==> config.mk <==
export PLATFORM = sky130hd
export DESIGN_NAME = booth_pp_accumulator_flat
export DESIGN_NICKNAME = d
export VERILOG_FILES = /design/src/rtl/booth_pp_acc_if.sv /design/src/rtl/booth_pp_accumulator.sv /design/src/flat_wrapper.sv
export SDC_FILE = /design/constraint.sdc
export NUM_CORES = 1
export LEC_CHECK = 0
export ABC_AREA = 1
export CORE_ASPECT_RATIO = 2
export CORE_UTILIZATION = 42
export CTS_CLUSTER_DIAMETER = 200
export DETAILED_ROUTE_END_ITERATION = 10
export MAX_ROUTING_LAYER = met4
export PLACE_DENSITY = 0.73
export RECOVER_POWER = 100
export SLEW_MARGIN = 20
export SYNTH_ARGS = -nofsm -noshare
export SYNTH_HDL_FRONTEND = slang
export SYNTH_SLANG_ARGS = --single-unit
==> constraint.sdc <==
create_clock -name clk -period 5.1 [get_ports clk]
set_clock_uncertainty 0.2 [all_clocks]
set_input_delay 0.51 -clock clk [delete_from_list [all_inputs] [get_ports clk]]
set_output_delay 0.51 -clock clk [all_outputs]
set_load 0.05 [all_outputs]
==> src/rtl/booth_pp_acc_if.sv <==
// Bus between a Booth partial-product source and booth_pp_accumulator.
//
// Handshake: a transfer happens on a rising clk edge where valid && ready
// are both high. The source holds in_valid and its payload (row0..row7, add)
// steady until that edge. The accumulator holds out_valid and product steady
// until out_ready is seen high on an edge. ready may depend on valid, and
// valid never depends on ready.
interface booth_pp_acc_if #(
  parameter int BITWIDTH = 16
);
  logic                    in_valid;
  logic                    in_ready;
  logic [BITWIDTH:0]       row0;
  logic [BITWIDTH:0]       row1;
  logic [BITWIDTH:0]       row2;
  logic [BITWIDTH:0]       row3;
  logic [BITWIDTH:0]       row4;
  logic [BITWIDTH:0]       row5;
  logic [BITWIDTH:0]       row6;
  logic [BITWIDTH:0]       row7;
  logic [BITWIDTH/2-1:0]   add;
  logic                    out_valid;
  logic                    out_ready;
  logic [2*BITWIDTH-1:0]   product;
  logic                    busy;

  // Source of partial products and consumer of the product
  modport master (
    output in_valid, row0, row1, row2, row3, row4, row5, row6, row7, add,
    output out_ready,
    input  in_ready, out_valid, product, busy
  );

  // The accumulator
  modport slave (
    input  in_valid, row0, row1, row2, row3, row4, row5, row6, row7, add,
    input  out_ready,
    output in_ready, out_valid, product, busy
  );
endinterface

==> src/rtl/booth_pp_accumulator.sv <==
// Multi-cycle accumulator for radix-4 Booth partial-product rows.
// Each row is {inverted sign, value}; add[j] is the +1 negation correction
// for row j, and row j carries weight 4^j. The product is the modulo-2^32 sum.
//
// Optional feature macro: BOOTH_ACC_DUAL_ROW_EN
//   undefined : one row per ACCUM cycle, 8 cycles, one 32-bit adder
//   defined   : two rows per ACCUM cycle, 4 cycles, two adders
// Results are identical in both builds; only latency differs.
module booth_pp_accumulator #(
  parameter int BITWIDTH = 16
) (
  input  logic               clk,
  input  logic               rst_n,
  booth_pp_acc_if.slave      bus,
  output logic [1:0]         state_dbg
);

  localparam int RW   = BITWIDTH + 1;
  localparam int ROWS = BITWIDTH / 2;
  localparam int PW   = 2 * BITWIDTH;
  localparam int CW   = $clog2(ROWS);

`ifdef BOOTH_ACC_DUAL_ROW_EN
  localparam logic [CW-1:0] LAST_CNT = CW'(ROWS / 2 - 1);
`else
  localparam logic [CW-1:0] LAST_CNT = CW'(ROWS - 1);
`endif

  typedef enum logic [1:0] {
    IDLE  = 2'd0,
    ACCUM = 2'd1,
    DONE  = 2'd2
  } state_t;

  state_t          state_q;
  logic [CW-1:0]   cnt_q;
  logic [PW-1:0]   acc_q;
  logic [PW-1:0]   acc_next;
  logic [RW-1:0]   rows_q [ROWS];
  logic [ROWS-1:0] add_q;
  logic            in_ready_q;
  logic            out_valid_q;
  logic            busy_q;
  logic [RW-1:0]   row_in [ROWS];

  assign row_in[0] = bus.row0;
  assign row_in[1] = bus.row1;
  assign row_in[2] = bus.row2;
  assign row_in[3] = bus.row3;
  assign row_in[4] = bus.row4;
  assign row_in[5] = bus.row5;
  assign row_in[6] = bus.row6;
  assign row_in[7] = bus.row7;

  assign bus.in_ready  = in_ready_q;
  assign bus.out_valid = out_valid_q;
  assign bus.product   = acc_q;
  assign bus.busy      = busy_q;
  assign state_dbg     = state_q;

  // Weighted 32-bit term of one row: restore the true sign bit, sign-extend,
  // add the negation correction, then shift by 2*idx (weight 4^idx).
  function automatic logic [PW-1:0] row_term(
    input logic [RW-1:0] row,
    input logic          corr,
    input logic [CW-1:0] idx
  );
    logic [RW-1:0] val;
    logic [PW-1:0] ext;
    val = {~row[RW-1], row[RW-2:0]};
    ext = {{(PW-RW){val[RW-1]}}, val} + {{(PW-1){1'b0}}, corr};
    return ext << {idx, 1'b0};
  endfunction

`ifdef BOOTH_ACC_DUAL_ROW_EN
  logic [CW-1:0] idx_lo;
  logic [CW-1:0] idx_hi;

  // Next accumulator value: rows 2k and 2k+1 where k is the counter
  always_comb begin
    idx_lo   = {cnt_q[CW-2:0], 1'b0};
    idx_hi   = {cnt_q[CW-2:0], 1'b1};
    acc_next = acc_q
             + row_term(rows_q[idx_lo], add_q[idx_lo], idx_lo)
             + row_term(rows_q[idx_hi], add_q[idx_hi], idx_hi);
  end
`else
  // Next accumulator value: the single row selected by the counter
  always_comb begin
    acc_next = acc_q + row_term(rows_q[cnt_q], add_q[cnt_q], cnt_q);
  end
`endif

  // Control FSM with registered handshake outputs, operand capture and accumulation
  always_ff @(posedge clk) begin
    if (!rst_n) begin
      state_q     <= IDLE;
      cnt_q       <= '0;
      acc_q       <= '0;
      add_q       <= '0;
      in_ready_q  <= 1'b1;
      out_valid_q <= 1'b0;
      busy_q      <= 1'b0;
      for (int j = 0; j < ROWS; j++) rows_q[j] <= '0;
    end else begin
      case (state_q)
        IDLE: begin
          if (bus.in_valid) begin
            for (int j = 0; j < ROWS; j++) rows_q[j] <= row_in[j];
            add_q      <= bus.add;
            acc_q      <= '0;
            cnt_q      <= '0;
            in_ready_q <= 1'b0;
            busy_q     <= 1'b1;
            state_q    <= ACCUM;
          end
        end
        ACCUM: begin
          acc_q <= acc_next;
          if (cnt_q == LAST_CNT) begin
            cnt_q       <= '0;
            out_valid_q <= 1'b1;
            state_q     <= DONE;
          end else begin
            cnt_q <= cnt_q + 1'b1;
          end
        end
        DONE: begin
          if (bus.out_ready) begin
            out_valid_q <= 1'b0;
            busy_q      <= 1'b0;
            in_ready_q  <= 1'b1;
            state_q     <= IDLE;
          end
        end
        default: begin
          state_q     <= IDLE;
          in_ready_q  <= 1'b1;
          out_valid_q <= 1'b0;
          busy_q      <= 1'b0;
        end
      endcase
    end
  end

endmodule

==> src/flat_wrapper.sv <==
// flat-port wrapper written by rule: the top's interface ports become plain ports
module booth_pp_accumulator_flat 
#(
  parameter int BITWIDTH = 16
)
  (clk, rst_n, state_dbg, bus_in_valid, bus_row0, bus_row1, bus_row2, bus_row3, bus_row4, bus_row5, bus_row6, bus_row7, bus_add, bus_out_ready, bus_in_ready, bus_out_valid, bus_product, bus_busy);
  booth_pp_acc_if #(.BITWIDTH(BITWIDTH)) bus_i ();
  input  logic clk;
  input  logic rst_n;
  output logic [1:0] state_dbg;
  input wire logic [$bits(bus_i.in_valid)-1:0] bus_in_valid;
  input wire logic [$bits(bus_i.row0)-1:0] bus_row0;
  input wire logic [$bits(bus_i.row1)-1:0] bus_row1;
  input wire logic [$bits(bus_i.row2)-1:0] bus_row2;
  input wire logic [$bits(bus_i.row3)-1:0] bus_row3;
  input wire logic [$bits(bus_i.row4)-1:0] bus_row4;
  input wire logic [$bits(bus_i.row5)-1:0] bus_row5;
  input wire logic [$bits(bus_i.row6)-1:0] bus_row6;
  input wire logic [$bits(bus_i.row7)-1:0] bus_row7;
  input wire logic [$bits(bus_i.add)-1:0] bus_add;
  input wire logic [$bits(bus_i.out_ready)-1:0] bus_out_ready;
  output wire logic [$bits(bus_i.in_ready)-1:0] bus_in_ready;
  output wire logic [$bits(bus_i.out_valid)-1:0] bus_out_valid;
  output wire logic [$bits(bus_i.product)-1:0] bus_product;
  output wire logic [$bits(bus_i.busy)-1:0] bus_busy;
  assign bus_i.in_valid = bus_in_valid;
  assign bus_i.row0 = bus_row0;
  assign bus_i.row1 = bus_row1;
  assign bus_i.row2 = bus_row2;
  assign bus_i.row3 = bus_row3;
  assign bus_i.row4 = bus_row4;
  assign bus_i.row5 = bus_row5;
  assign bus_i.row6 = bus_row6;
  assign bus_i.row7 = bus_row7;
  assign bus_i.add = bus_add;
  assign bus_i.out_ready = bus_out_ready;
  assign bus_in_ready = bus_i.in_ready;
  assign bus_out_valid = bus_i.out_valid;
  assign bus_product = bus_i.product;
  assign bus_busy = bus_i.busy;
  booth_pp_accumulator #(.BITWIDTH(BITWIDTH)) u_core (.clk(clk), .rst_n(rst_n), .bus(bus_i), .state_dbg(state_dbg));
endmodule
== Word level (Yosys, flattened, before mapping) ==
Memories as Yosys holds them, arrays and structs flattened. A register that Yosys moved wholly into a read port is not among the register bits.
Cells that the tools add are included.
W data, S select, Z words.

* $add $sub $neg: 3
* $mul: 0
* Divide/modulo/power cells: 0
* Magnitude comparators: 1
* Equality and inequality tests: 6
* Shifts and indexed selects: 1
* Mux-type cells: 34
* Bitwise operators: 11
* Reductions and logical operators: 7

{| class="wikitable"
|+ Operator list
! kind !! number
|-
| $mux W17 || 8
|-
| $pmux W32 S2 || 1
|-
| $add A32 B32 Y32 || 1
|-
| $mux W32 || 1
|-
| $shl A32 B4 Y32 || 1
|-
| $add A17 B2 Y18 || 1
|-
| $mux W3 || 4
|-
| $mux W1 || 11
|-
| $pmux W1 S3 || 3
|-
| $reduce_and A3 Y1 || 3
|-
| $or A1 B1 Y1 || 8
|-
| $mux W2 || 3
|-
| $pmux W2 S3 || 1
|-
| $pmux W3 S2 || 1
|-
| $lt A3 B4 Y1 const B || 1
|-
| $ne A2 B2 Y1 const B || 2
|-
| $reduce_and A2 Y1 || 2
|-
| $add A3 B1 Y3 const B || 1
|-
| $bmux W1 S3 || 1
|-
| $eq A3 B3 Y1 const B || 1
|-
| $not A1 Y1 || 3
|-
| $eq A2 B1 Y1 const B || 1
|-
| $eq A2 B2 Y1 const B || 1
|-
| $logic_not A2 Y1 || 1
|-
| other kinds (2) || 2
|}

* Register bits after elaboration: 48
* Bits in latches: 0
* Bits in writable memories: 136
* ROM bits: 0
* Input port bits: 148
* Output and inout bits: 37
* Word-level logic and storage cells: 71
* Memories kept: 1

{| class="wikitable"
|+ Memories
! name !! depth !! width !! read ports !! clocked after Yosys merged registers in !! wr ports !! line !! source
|-
| u_core.rows_q || 8 || 17 || 1 || 1 || 8 || booth_pp_accumulator.sv:39 || <nowiki>logic [RW-1:0] rows_q [ROWS];</nowiki>
|}

== Longest topological paths before layout ==
* Word-level depth: 6
* Depth in mapped cells: 34

== Least setup slack after synthesis ==
Ideal clock, no wire load.

* Kind: register to register
* Start: reg u_core.state_q[1], in the netlist u_core.state_dbg[1]
* End: mem u_core.rows_q[0][0] (netlist name), enable pin
* Setup time: 503 ps
* Arrival: 4,487 ps
* Slack: -89 ps
* Cell stages (with the launch flop): 9
* Period minus slack after synthesis: 5,189 ps
* Cells stage by stage: dfxtp_1 -> inv_1 -> nand2_2 -> inv_1 -> nor3_1 -> inv_1 -> nor2_1 -> inv_2 -> nand2_1

{| class="wikitable"
|+ RTL lines
! what !! line !! source
|-
| start, declared || booth_pp_accumulator.sv:35 || <nowiki>state_t state_q;</nowiki>
|-
| start signal, assigned || booth_pp_accumulator.sv:97 || <nowiki>state_q <= IDLE;</nowiki>
|-
| start signal, assigned || booth_pp_accumulator.sv:115 || <nowiki>state_q <= ACCUM;</nowiki>
|-
| start signal, assigned || booth_pp_accumulator.sv:123 || <nowiki>state_q <= DONE;</nowiki>
|-
| end, declared || booth_pp_accumulator.sv:39 ||
|}

==> run_results.csv <==
group,metric,value,unit
cells_and_area,nNetsFinal,1950,
cts,cts_buffers,17,
synthesis,ys_types,40,
cts,cts.sinks,187,
synthesis,yosysSeqAreaShare,44.4,%
global_route,grtUsageMet1,21.8,%
setup_path,worstRegToRegCells,26,
sta,fin_crit_sh,94.5,%
setup_path,cp-start-kind,"flip-flop",
synthesis,ys_ff_latch,187,
setup_path,required,5.21,ns
cts,cts_root_buf,"clkbuf_16",
hold_path,hold_path_class,"reg -> reg",
synthesis,synth_area,11500,µm²
sta,worst_slew_pin_slew,1.83,ns
routing,detail-route-antenna-nets,0,
floorplan,start_util,42.8,%
power_and_ir_drop,vdd_drop_max,0.259,mV
power_and_ir_drop,power.density,373,nW/µm²
sta,slew_viol_final,263,
power_and_ir_drop,power_leakage,6.88,nW
status,violations,"capacitance limit, slew limit",
routing,first_iter_violations,540,
global_route,grt_pass1_wl,50600,µm
sta,slew_headroom,-22.3,%
routing,drc,0,
synthesis,avgSynthCellArea,7.17,µm²
hold_path,holdPathEnd,"u_core.bus.out_valid",
routing,drtPass1Iterations,5,
cts,cts_hold_buf,0,
synthesis,synth_edf_count,136,
global_route,grt_most_used_layer,"met2",
setup_path,r2r-end,"u_core.bus.product[26]",
cells_and_area,drive_above_1_share,4.61,%
floorplan,core,26900,µm²
status,status,"complete, but fails checks",
setup_path,r2r_slack,0.28,ns
floorplan,die_h,236,µm
setup_path,path_class,"reg -> reg",
place,dp.cells,2094,
setup_path,cp_max_fo,16,
synthesis,synthFlopType,"edfxtp_1",
sta,finalHoldViolations,0,
setup_path,cp-end-kind,"flip-flop",
global_route,grt_max_degree,103,
cells_and_area,areaGrowthSynthToFinish,23.5,%
global_route,met3_usage,2.83,%
power_and_ir_drop,p_total,5.30,mW
sta,setup_viol,0,
floorplan,num_rows,85,
synthesis,synth_top_area_share,35.5,%
cts,cts_tree,"yes",
global_route,antenna_found_initial,1,
place,port_buffers,184,
routing,via_per_inst,4.96,
synthesis,syn_inst,1605,
synthesis,yosys-top-cells-count,"nand2_1 (407), inv_1 (283), nor2_1 (210)",
sta,clock.fmax,208,MHz
sta,period_needed,4.82,ns
cts,clock_latency,0.46,ns
hold_path,whs_path_depth,2,
synthesis,yosysMostFrequentCell,"nand2_1",
setup_path,cp.arrival,4.93,ns
global_route,grt-ovfl-total,0,
synthesis,synth.area.top_cells,"edfxtp_1 (35%), nand2_1 (13%), inv_1 (9.2%), dfxtp_1 (8.9%), nor2_1 (6.8%)",
global_route,grt_pass1_vias,10433,
global_route,use_met2,45.2,%
routing,via_count,10548,
hold_path,min_from,"u_core.bus.out_valid",
floorplan,fp.dieW,119,µm
floorplan,dieArea,28100,µm²
synthesis,yosysTopAreaCell,"edfxtp_1",
cts,ctsLongestPathBuffers,2,
synthesis,synth_nets,1790,
global_route,grt.total_usage,24.0,%
routing,drt_wl_total,31800,µm
place,globalplace.congestion,0.989,
cts,htree_levels,4,
floorplan,io_pins,185,
synthesis,async_reset_ff_share,0,%
cells_and_area,fin_cells,2127,
synthesis,ys_warn_count,0,
cells_and_area,fin_util,52.8,%
cts,cts.clk_slew.worst_paths,0.07,ns
run,maxCapViolCount,4,
place,dp_hpwl,24600,µm
routing,wl_per_cell,14.9,µm
-- state kept, by name (all words and copies together), names as in the netlist, named ones only --
register,flops
u_core.add_q,8
u_core.state_dbg,2
u_core.rows_q,136
u_core.bus.product,32
u_core.bus.busy,1
u_core.cnt_q,3
u_core.bus.in_ready,1
u_core.bus.out_valid,1
-- layout make-up --
cell class                 count  area, µm²
antenna                        1       2.50
clock buffer                  18        429
clock inverter                14        135
fill                        2543      12700
inverter                     290       1090
multi-input combinational   1065       5000
sequential                   187       5110
tap                          348        435
timing repair buffer         204       2010
-- worst max path at each step --
stage / endpoint / slack [ns] / depth (start not counted)
after floorplan: u_core.bus.product[19] / 1.04 / 29
after global routing: u_core.bus.product[30] / -0.02 / 30
after global placement: u_core.bus.product[26] / 0.28 / 26
after CTS: u_core.bus.product[26] / 0.23 / 26
after detailed placement: u_core.bus.product[26] / 0.26 / 26
final: u_core.bus.product[26] / 0.28 / 26
-- timing repair --
item	in CTS	in global routing
setup buffers	0	0
resized for setup	0	7
setup endpoints to repair	0	13
-- power by group --
group	switching (mW)	total (mW)	internal, mW	leakage, nW
Combinational	1.34	2.02	0.687	4.72
Sequential	0.0987	1.98	1.88	1.88
Clock	0.612	1.30	0.684	0.274
Total	2.05	5.30	3.25	6.88
-- logic make-up (layout without fill, tap and decap cells) --
| family | Yosys count | after routing | synth area share (%) |
|---|---|---|---|
| simple gates | 820 | 820 | 29.4 |
| flops | 187 | 187 | 44.4 |
| other cells | 0 | 1 | 0 |
| xor+xnor | 2 | 2 | 0.152 |
| buf+inv | 353 | 526 | 12.3 |
| compound gates | 206 | 206 | 9.65 |
| fa+ha+maj | 37 | 37 | 4.09 |
-- critical path, stage by stage, from the launching register on --
cell     delay (ns)
dfxtp_2        0.38
inv_4          0.18
nor2_1         0.06
o22ai_1        0.16
nor2_1         0.05
a31oi_1        0.32
ha_1           0.28
ha_1           0.23
nand3_1        0.15
nor2_2         0.23
nand2_1        0.11
nand3_1        0.13
nand3_1        0.10
nand3_1        0.20
o21ai_1        0.13
ha_1           0.38
nand2_1        0.17
nor2_1         0.23
inv_1          0.06
nor3_1         0.23
nand3_1        0.14
nand3_2        0.17
a21oi_1        0.10
nor2_1         0.10
nor2_1         0.04
nand2_1        0.07
a21oi_1        0.05
-- placed cells by master, fill, tap and decap left out, types with 2 or more instances in the layout --
master and n:
nand3b_1 4, xor2_1 2, a31oi_1 3, or2_2 11, buf_4 13, a21oi_1 97, nand4_1 3, clkinv_1 5
dfxtp_1 48, clkinv_4 3, o22ai_1 2, ha_1 36, nor2_2 5, nand3_1 156, buf_6 2, o21ai_1 10
nor2_1 209, clkbuf_16 17, o21ai_0 66, clkbuf_1 3, clkdlybuf4s50_1 146, dfxtp_2 3, a221oi_1 2, o211ai_1 3
nor3_1 11, nand2_1 405, inv_1 284, nor4_1 4, buf_12 2, edfxtp_1 136, a211oi_1 2, inv_6 6
a21o_1 9, dlygate4sd3_1 37, nand2_2 9, o21bai_1 6
-- per-layer routing --
metal	up-vias	part of all wire, %	routed length [µm]
li1	5404	-	-
met1	4748	34	10800
met2	288	56	17800
met3	108	2.9	933
met4	0	6.9	2200
met5	-	0	0
-- stage by stage --
step	worst slack [ns]	setup TNS, ns	cell area [µm²]	hold slack (ns)
5_1_grt	-0.0227	-0.0227	14200	0.300
2_1_floorplan	1.04	0	11500	0.245
4_1_cts	0.234	0	14200	0.284
3_3_place_gp	0.281	0	13700	0.268
6_report	0.283	0	14200	0.277
3_5_place_dp	0.255	0	13700	0.270
No activity file was read; power rests on OpenSTA's default activity.
